--- src/rtl/multicycle_main_control_pkg.sv ---
// multicycle_main_control_pkg
//   Shared definitions for the multicycle MIPS main control FSM:
//   state encodings, opcode constants, ALUOp codes consumed by the ALU
//   control decoder, and the ALUSrcB / PCSource mux select encodings.
package multicycle_main_control_pkg;

    localparam int OP_W    = 6;
    localparam int STATE_W = 4;

    typedef enum logic [STATE_W-1:0] {
        S_IDLE     = 4'd0,
        S_FETCH    = 4'd1,
        S_DECODE   = 4'd2,
        S_MEMADR   = 4'd3,
        S_MEMRD    = 4'd4,
        S_MEMWB    = 4'd5,
        S_MEMWR    = 4'd6,
        S_EXEC     = 4'd7,
        S_RTYPE_WB = 4'd8,
        S_BRANCH   = 4'd9,
        S_JUMP     = 4'd10,
        S_ADDI_EX  = 4'd11,
        S_ADDI_WB  = 4'd12
    } state_t;

    localparam logic [OP_W-1:0] OP_RTYPE = 6'b000000;
    localparam logic [OP_W-1:0] OP_LW    = 6'b100011;
    localparam logic [OP_W-1:0] OP_SW    = 6'b101011;
    localparam logic [OP_W-1:0] OP_BEQ   = 6'b000100;
    localparam logic [OP_W-1:0] OP_J     = 6'b000010;
    localparam logic [OP_W-1:0] OP_ADDI  = 6'b001000;

    // ALUOp codes, shared with the ALU control decoder.
    localparam logic [1:0] ALUOP_ADD   = 2'b00;
    localparam logic [1:0] ALUOP_SUB   = 2'b01;
    localparam logic [1:0] ALUOP_FUNCT = 2'b10;

    // ALUSrcB mux selects.
    localparam logic [1:0] SRCB_REG     = 2'b00;
    localparam logic [1:0] SRCB_FOUR    = 2'b01;
    localparam logic [1:0] SRCB_IMM     = 2'b10;
    localparam logic [1:0] SRCB_IMM_SH2 = 2'b11;

    // PCSource mux selects.
    localparam logic [1:0] PCSRC_ALU    = 2'b00;
    localparam logic [1:0] PCSRC_ALUOUT = 2'b01;
    localparam logic [1:0] PCSRC_JUMP   = 2'b10;

    // True for the opcodes this controller knows how to execute.
    function automatic logic is_legal_op(input logic [OP_W-1:0] op);
        return (op == OP_RTYPE) || (op == OP_LW) || (op == OP_SW) ||
               (op == OP_BEQ)   || (op == OP_J)  || (op == OP_ADDI);
    endfunction

endpackage

--- src/rtl/multicycle_ctrl_decode.sv ---
// multicycle_ctrl_decode
//   Purely combinational state-to-control decoder for the multicycle
//   MIPS datapath. Every output is a function of the current state only,
//   except the FETCH-state PC and IR writes, which are qualified by the
//   memory-ready handshake so they fire only when the fetch completes.
// Ports:
//   state          in   current FSM state encoding
//   mem_ready      in   memory access completes this cycle
//   pc_write .. pc_source   out  datapath enables and mux selects
module multicycle_ctrl_decode
    import multicycle_main_control_pkg::*;
(
    input  logic [STATE_W-1:0] state,
    input  logic               mem_ready,
    output logic               pc_write,
    output logic               pc_write_cond,
    output logic               ior_d,
    output logic               mem_read,
    output logic               mem_write,
    output logic               ir_write,
    output logic               mem_to_reg,
    output logic               reg_dst,
    output logic               reg_write,
    output logic               alu_src_a,
    output logic [1:0]         alu_src_b,
    output logic [1:0]         alu_op,
    output logic [1:0]         pc_source
);

    always_comb begin
        // NOTE: every output gets a default before the case so that states
        // which do not mention a signal drive 0 rather than inferring a latch.
        pc_write      = 1'b0;
        pc_write_cond = 1'b0;
        ior_d         = 1'b0;
        mem_read      = 1'b0;
        mem_write     = 1'b0;
        ir_write      = 1'b0;
        mem_to_reg    = 1'b0;
        reg_dst       = 1'b0;
        reg_write     = 1'b0;
        alu_src_a     = 1'b0;
        alu_src_b     = SRCB_REG;
        alu_op        = ALUOP_ADD;
        pc_source     = PCSRC_ALU;

        case (state)
            S_FETCH: begin
                mem_read  = 1'b1;
                alu_src_b = SRCB_FOUR;
                // PC+4 and IR load only when the instruction word arrives.
                ir_write  = mem_ready;
                pc_write  = mem_ready;
            end
            S_DECODE: begin
                // Branch target precomputed speculatively into ALUOut.
                alu_src_b = SRCB_IMM_SH2;
            end
            S_MEMADR, S_ADDI_EX: begin
                alu_src_a = 1'b1;
                alu_src_b = SRCB_IMM;
            end
            S_MEMRD: begin
                mem_read = 1'b1;
                ior_d    = 1'b1;
            end
            S_MEMWB: begin
                reg_write  = 1'b1;
                mem_to_reg = 1'b1;
            end
            S_MEMWR: begin
                mem_write = 1'b1;
                ior_d     = 1'b1;
            end
            S_EXEC: begin
                alu_src_a = 1'b1;
                alu_op    = ALUOP_FUNCT;
            end
            S_RTYPE_WB: begin
                reg_write = 1'b1;
                reg_dst   = 1'b1;
            end
            S_BRANCH: begin
                alu_src_a     = 1'b1;
                alu_op        = ALUOP_SUB;
                pc_write_cond = 1'b1;
                pc_source     = PCSRC_ALUOUT;
            end
            S_JUMP: begin
                pc_write  = 1'b1;
                pc_source = PCSRC_JUMP;
            end
            S_ADDI_WB: begin
                reg_write = 1'b1;
            end
            default: ; // IDLE and unused encodings: all outputs 0
        endcase
    end

endmodule

--- src/rtl/multicycle_main_control.sv ---
// multicycle_main_control
//   Main control FSM for the multicycle MIPS datapath (R-type, lw, sw,
//   beq, j, addi). Holds the state register, the next-state logic and a
//   sticky illegal-opcode flag; control outputs come from
//   multicycle_ctrl_decode.
// Ports:
//   clk_i, rst_n_i      clock, synchronous active-low reset
//   start_i             leave IDLE and begin fetching
//   Op_i                opcode from the instruction register
//   mem_ready_i         memory access completes this cycle
//   PCWrite_o .. PCSource_o   datapath enables / mux selects
//   illegal_o           sticky illegal-opcode flag (cleared by reset)
//   state_o             current state (debug)
module multicycle_main_control
    import multicycle_main_control_pkg::*;
(
    input  logic               clk_i,
    input  logic               rst_n_i,
    input  logic               start_i,
    input  logic [OP_W-1:0]    Op_i,
    input  logic               mem_ready_i,
    output logic               PCWrite_o,
    output logic               PCWriteCond_o,
    output logic               IorD_o,
    output logic               MemRead_o,
    output logic               MemWrite_o,
    output logic               IRWrite_o,
    output logic               MemtoReg_o,
    output logic               RegDst_o,
    output logic               RegWrite_o,
    output logic               ALUSrcA_o,
    output logic [1:0]         ALUSrcB_o,
    output logic [1:0]         ALUOp_o,
    output logic [1:0]         PCSource_o,
    output logic               illegal_o,
    output logic [STATE_W-1:0] state_o
);

    state_t state;
    state_t next_state;
    logic   illegal;
    logic   set_illegal;

    always_ff @(posedge clk_i) begin
        // NOTE: sequential state uses non-blocking assignments so every
        // register samples pre-edge values regardless of statement order.
        if (!rst_n_i) begin
            state   <= S_IDLE;
            illegal <= 1'b0;
        end else begin
            state <= next_state;
            if (set_illegal) begin
                illegal <= 1'b1;
            end
        end
    end

    always_comb begin
        next_state  = state;
        set_illegal = 1'b0;

        case (state)
            S_IDLE:     if (start_i) next_state = S_FETCH;
            S_FETCH:    if (mem_ready_i) next_state = S_DECODE;
            S_DECODE: begin
                case (Op_i)
                    OP_RTYPE:     next_state = S_EXEC;
                    OP_LW, OP_SW: next_state = S_MEMADR;
                    OP_BEQ:       next_state = S_BRANCH;
                    OP_J:         next_state = S_JUMP;
                    OP_ADDI:      next_state = S_ADDI_EX;
                    default:      next_state = S_FETCH;
                endcase
                // Unknown opcodes are flagged and skipped; fetch resumes.
                set_illegal = !is_legal_op(Op_i);
            end
            // Only lw/sw reach MEMADR, and the IR keeps Op_i stable.
            S_MEMADR:   next_state = (Op_i == OP_LW) ? S_MEMRD : S_MEMWR;
            S_MEMRD:    if (mem_ready_i) next_state = S_MEMWB;
            S_MEMWB:    next_state = S_FETCH;
            S_MEMWR:    if (mem_ready_i) next_state = S_FETCH;
            S_EXEC:     next_state = S_RTYPE_WB;
            S_RTYPE_WB: next_state = S_FETCH;
            S_BRANCH:   next_state = S_FETCH;
            S_JUMP:     next_state = S_FETCH;
            S_ADDI_EX:  next_state = S_ADDI_WB;
            S_ADDI_WB:  next_state = S_FETCH;
            default:    next_state = S_IDLE; // unused encodings recover
        endcase
    end

    multicycle_ctrl_decode u_decode (
        .state         (state),
        .mem_ready     (mem_ready_i),
        .pc_write      (PCWrite_o),
        .pc_write_cond (PCWriteCond_o),
        .ior_d         (IorD_o),
        .mem_read      (MemRead_o),
        .mem_write     (MemWrite_o),
        .ir_write      (IRWrite_o),
        .mem_to_reg    (MemtoReg_o),
        .reg_dst       (RegDst_o),
        .reg_write     (RegWrite_o),
        .alu_src_a     (ALUSrcA_o),
        .alu_src_b     (ALUSrcB_o),
        .alu_op        (ALUOp_o),
        .pc_source     (PCSource_o)
    );

    assign illegal_o = illegal;
    assign state_o   = state;

endmodule

--- config.mk ---
export PLATFORM = sky130hd
export DESIGN_NAME = multicycle_main_control
export DESIGN_NICKNAME = d
export VERILOG_FILES = /design/src/rtl/multicycle_main_control_pkg.sv /design/src/rtl/multicycle_ctrl_decode.sv /design/src/rtl/multicycle_main_control.sv
export SDC_FILE = /design/constraint.sdc
export NUM_CORES = 1
export LEC_CHECK = 0
export ABC_AREA = 1
export BUFFER_PORTS_ARGS = -buffer_cell sky130_fd_sc_hd__buf_2
export CAP_MARGIN = 20
export CORE_UTILIZATION = 35
export DETAILED_ROUTE_END_ITERATION = 6
export GPL_TIMING_DRIVEN = 0
export HOLD_SLACK_MARGIN = 0.12
export PLACE_DENSITY = 0.67
export SLEW_MARGIN = 30
export SYNTH_ARGS = -nofsm -noshare
export SYNTH_HDL_FRONTEND = slang
export SYNTH_SLANG_ARGS = --single-unit
export TNS_END_PERCENT = 20
--- constraint.sdc ---
create_clock -name clk_i -period 1.3 [get_ports clk_i]
set_input_delay 0.13 -clock clk_i [delete_from_list [all_inputs] [get_ports clk_i]]
set_output_delay 0.13 -clock clk_i [all_outputs]
set_load 0.01 [all_outputs]
After elaboration in Yosys (flattened, before gate mapping)
Index checks and enable logic that the tools add are counted.

Register bits: 5. Input port bits: 10. Output and inout bits: 21. Logic and storage cells: 60.

Equality and inequality tests: 21. Mux-type cells: 21. Reductions and logical operators: 16.

Operators by type and width (number): 4-bit one-hot mux with 9 select lines (1); 4-bit equality test (second input constant) (5); 4-bit one-hot mux with 5 select lines (1); 4-bit by 3-bit equality test with 1-bit output (second input constant) (4); 4-bit 2-to-1 mux (4); 6-bit equality test (second input constant) (2); 1-bit 2-to-1 mux (10); 4-bit by 2-bit equality test with 1-bit output (second input constant) (2); 2-bit inequality test (second input constant) (4); 2-bit one-hot mux with 2 select lines (2); 2-bit OR reduction (4); 6-bit by 2-bit equality test with 1-bit output (second input constant) (1); 6-bit by 3-bit equality test with 1-bit output (second input constant) (1); 6-bit by 4-bit equality test with 1-bit output (second input constant) (1); 6-bit logical NOT (1); 2-bit one-hot mux with 3 select lines (1); 1-bit logical OR (5); 5-bit OR reduction (1); 4-bit by 1-bit equality test with 1-bit output (second input constant) (1); 4-bit logical NOT (1); 4-bit AND reduction (1); 4-bit OR reduction (1); 3-bit OR reduction (1); 2-bit 2-to-1 mux (1); 2 further kinds (2).

Longest topological paths before layout
Word-level depth: 8. Gate-level depth with buffers: 8.

Cells and area by module
Synthesis repeated with hierarchy kept, for this count alone.

Cell total of the unflattened synthesis: 110. Area total of the unflattened synthesis: 576.8 sq um.

Modules (own cells, without submodules): multicycle_main_control (instances 1, cells an instance 71, area an instance 415.4 sq um); multicycle_ctrl_decode (instances 1, cells an instance 39, area an instance 161.4 sq um).

Worst setup path before layout
Ideal clock, no wire load.

Kind: reg-to-reg. From: reg state[2] (netlist: state_o[2]). To: reg state[2] (netlist: state_o[2]). Library setup time: 0.114 ns. Data arrival time: 1.034 ns. Data required time: 1.186 ns. Path slack: 0.151 ns. Cell stages (with the launch flop): 8. Buffers on the path: 0. Period minus slack after synthesis: 1.149 ns. Path through: dfxtp_1 -> inv_2 -> nand2_2 -> nor2_1 -> nor3_1 -> nand2_1 -> a21oi_1 -> nor2_1.

Word-level cells in the longest chain between the ends: 3.

Ends and longest elaborated chain: start, declared (line multicycle_main_control.sv:39) `state_t state;`; start signal, assigned (line multicycle_main_control.sv:51) `state <= next_state;`; 4-bit by 3-bit equality test with 1-bit output (tied with other cells) (line multicycle_main_control.sv:62) `case (state)`; 5-bit OR reduction (no source line) or 2-bit inequality test (tied branches); 4-bit one-hot mux with 9 select lines or 4-bit AND reduction (tied branches).

Several ways; a longest one is shown, not always the timed one. A chain may end at the register's enable or synchronous reset.

Final worst setup path
From: reg state[0] (netlist: state_o[0]). To: out ALUSrcB_o[1].

Word-level cells in the longest chain between the ends: 3.

Ends and longest elaborated chain: 4-bit by 2-bit equality test with 1-bit output or 4-bit equality test (tied branches) (line multicycle_ctrl_decode.sv:47) `case (state)`; 2-bit OR reduction; 2-bit one-hot mux with 3 select lines (*) (line multicycle_ctrl_decode.sv:47); end, declared (line multicycle_main_control.sv:32) `output logic [1:0] ALUSrcB_o,`.

Every way passes the cells marked *; elsewhere a longest branch is shown, timed or not.

==> key figures <==
STA
  – Final Max Tran Viols: 0
  – Tcrit/Tclk final: 100.8%
  – Clk_skew: around 0.0029 ns
  – Rel. slew slack: 82.74%
  – RSZ-0062 raised after global routing: true
  – Worst setup margin: -0.01005 ns
  – Tightest Pin Transition: 0.2580 ns
  – Hold slack: 0.2332 ns
  – Min Tclk post-route: around 1.3 ns
  – F_max: 763.3 MHz
  – Final Hold Viols: 0
  – Count of final setup violators: 1

Global route
  – Remaining global-route overflow: 0
  – Total Routing Usage GR: between 15 and 20%
  – Wire length of the first global-routing pass: approximately 2.1 mm
  – Number of global-route vias before repair: ~560
  – GRT met2 Usage: 35.08%
  – Initial antenna violation count: 0
  – Largest net degree at the start of global routing: 8
  – GR Util met1: 22.22%
  – Gr busiest metal: met2
  – M3 GR Usage: ~3.3%

Route
  – Routed WL per cell: just over 10 µm
  – TritonRoute pass-1 iters: 4
  – 1st-iter DRT viols: 15
  – DRC viols: 0
  – Vias: about 700
  – Number of nets with antenna violations after routing: 0
  – Routed WL: roughly 1.5 mm
  – DR vias/cell: 4.718

Critical path
  – Setup CP Type: flip-flop to primary output
  – Worst Path Required: 1.17 ns
  – Reg2reg start: state_o[2]$_SDFFE_PN0P_
  – CP Cell Sequence: inv_4 > nand2_4 > nor2_4 > inv_2 > o21ai_1 > buf_2
  – Crit path max-delay family: flip-flops
  – Flop-to-flop setup slack: 0.13 ns
  – Buf/Inv on CP: 3
  – Worst setup SP type: flip-flop
  – Critical path endpoint category: primary output
  – Crit-path max FO: 5
  – Critical path's slowest cell: dfxtp_4
  – CP max stage delay: ~0.37 ns
  – Crit path DAT: ~1.2 ns
  – Reg2reg path depth: 7
  – Worst r2r dst: state_o[3]$_SDFFE_PN0P_

Die
  – Io pins: 31
  – Starting Density: a little under two fifths
  – Placeable Area: approximately 0.0013 mm²
  – DIE AREA: between 0.0015 and 0.002 mm²
  – Die height: around 40 µm
  – Die width: about 40 µm
  – Std-Cell Rows: 13

Status
  – Failing checks: negative setup slack
  – Status: complete, but fails checks

Finish
  – Area added between synthesis and finish: 61.54%
  – Filler cells: 152
  – N_diodes: 0
  – Layout cells sized above 1: a little under half
  – Fin nets: 145
  – Finished Layout Cells: between 100 and 150

Yosys
  – Post-synthesis cell type count: 17
  – Syn avg cell area: about 5.3 µm²
  – Post-Syn Area: approximately 500 µm²
  – Sequential fraction of the synthesis area: 19.85%
  – Mapped Nets: 105
  – Synthesized instance count: 95
  – Synth Register Bits: 5
  – Synth warn: 0

Power and ir drop
  – Overall power: about 780 µW
  – Static leakage: roughly 0.00051 µW
  – PD cells: about 960 mW/mm²
  – Max VDD drop: between 600 and 700 µV

Min path
  – Hold_sp: mem_ready_i
  – Hold Crit Class: primary input to flip-flop
  – WHS Endpoint: state_o[2]$_SDFFE_PN0P_
  – Hold path cells: 4

CTS
  – H-tree depth: 1
  – Clock Tree Buf Depth: 2
  – CTS root buffer: clkbuf_4
  – Clock-pin slew on the worst setup and hold paths: ~0.04 ns
  – Worst skew pair latency: roughly 0.24 ns
  – Clk sinks: 5
  – CTS tree: done
  – Cts bufs inserted: 3

Placed design
  – PortBufs: 30
  – Pre-CTS setup slack: 0.06416 ns
  – Dpl hpwl: about 1.2 mm
  – GPL Wtd Cong: roughly 0.85
  – DP Cell Count: 140

Job
  – Max-cap violation count: 0
-- cells in the mapped netlist --
master,count,area [µm²]
a21oi_2,1,8.760
a21oi_1,6,30.03
o21ai_0,3,15.01
nand2_1,19,71.32
dfxtp_1,5,100.1
inv_1,13,48.80
inv_2,6,22.52
nand2_2,5,31.28
nor3_1,4,20.02
nor2_4,1,11.26
o21ai_1,1,5.000
buf_4,1,7.510
o21a_1,1,7.510
o22ai_1,2,12.51
nor2_1,19,71.32
nand3_1,7,35.03
nand4_1,1,6.260
-- worst reg2reg max path, stage by stage, from the launching register on --
cell and delay (ns):
dfxtp_4 0.36, inv_2 0.10, nand2_4 0.08, nor2_1 0.12, nor2_1 0.07, buf_4 0.12
buf_4 0.12, a21oi_1 0.12
-- kinds of logic (layout without fill, tap and decap cells) --
| logic type | count (synthesis) | after routing | synth area share, % |
|---|---|---|---|
| AO/OA/AOI/OAI | 14 | 14 | 15.63 |
| buffers and inverters | 20 | 59 | 15.63 |
| flip-flops | 5 | 5 | 19.85 |
| AND/OR/NAND/NOR | 56 | 56 | 48.88 |
-- routing by layer --
metal	vias up	wire length [µm]	share of wire, %
met5	-	0	0
met4	0	0	0
li1	379	-	-
met2	21	763	50
met1	303	680	45
met3	0	78	5.1
-- state kept, by name (all words and copies together) (netlist names) --
register   flops
illegal_o      1
state_o        4
-- metrics by stage --
step | setup TNS [ns] | util (%) | instance area, µm²
global placement | 0 | 51.09 | 673.1
finish | -0.01005 | 61.82 | 814.5
floorplan | 0 | - | 504.2
CTS | -0.1002 | 55.18 | 726.9
detailed placement | 0 | 51.09 | 673.1
global route | -0.2293 | 61.82 | 814.5
-- worst max path at each step --
stage                                  startpoint                 endpoint  slack (ns)  depth (start not counted)
final                     state_o[0]$_SDFFE_PN0P_             ALUSrcB_o[1]       -0.01                          6
after global routing      state_o[3]$_SDFFE_PN0P_                ALUSrcA_o       -0.06                          6
after CTS                 state_o[0]$_SDFFE_PN0P_                MemRead_o       -0.03                          6
after detailed placement  state_o[2]$_SDFFE_PN0P_  state_o[2]$_SDFFE_PN0P_        0.06                          7
after global placement    state_o[2]$_SDFFE_PN0P_  state_o[2]$_SDFFE_PN0P_        0.07                          7
after floorplan           state_o[2]$_SDFFE_PN0P_  state_o[2]$_SDFFE_PN0P_        0.15                          7
-- cells in the final DEF, fill, tap and decap left out --
| cell type | instances |
|---|---|
| nor2_1 | 15 |
| a21oi_2 | 1 |
| nor3_1 | 4 |
| dfxtp_1 | 1 |
| dfxtp_4 | 4 |
| nand2_4 | 5 |
| a21oi_1 | 6 |
| nor2_2 | 3 |
| nand3_1 | 6 |
| clkbuf_4 | 3 |
| inv_4 | 3 |
| o21ai_1 | 2 |
| o21a_1 | 1 |
| inv_2 | 3 |
| nand2_2 | 3 |
| nand2_1 | 16 |
| buf_2 | 30 |
| nand3_2 | 1 |
| o21ai_0 | 2 |
| o22ai_1 | 2 |
| dlygate4sd3_1 | 1 |
| clkbuf_1 | 1 |
| nor2_4 | 2 |
| inv_1 | 13 |
| buf_4 | 5 |
| nand4_1 | 1 |
-- area by class of cell --
type	instances	area [µm²]	share of cell area, %
Clock buffer	4	26.28	3.226
Timing Repair Buffer	35	190.2	23.35
Tap cell	15	18.77	2.304
Sequential cell	5	115.1	14.13
Multi-Input combinational cell	70	377.9	46.39
Buffer	1	7.507	0.9217
Inverter	19	78.83	9.677
-- where the power goes --
group          switching [µW]  internal [µW]
Clock                    57.4            116
Sequential               43.4            177
Combinational             230            155
-- timing repair --
item / CTS / global route
hold endpoints to repair: 1 / 0
gates resized for setup: 6 / 20
pin swaps: 2 / 2
setup endpoints to repair: 8 / 8
hold buffers: 1 / 0
setup buffers: 1 / 3
Note: power is estimated with default switching activity, not from simulation.
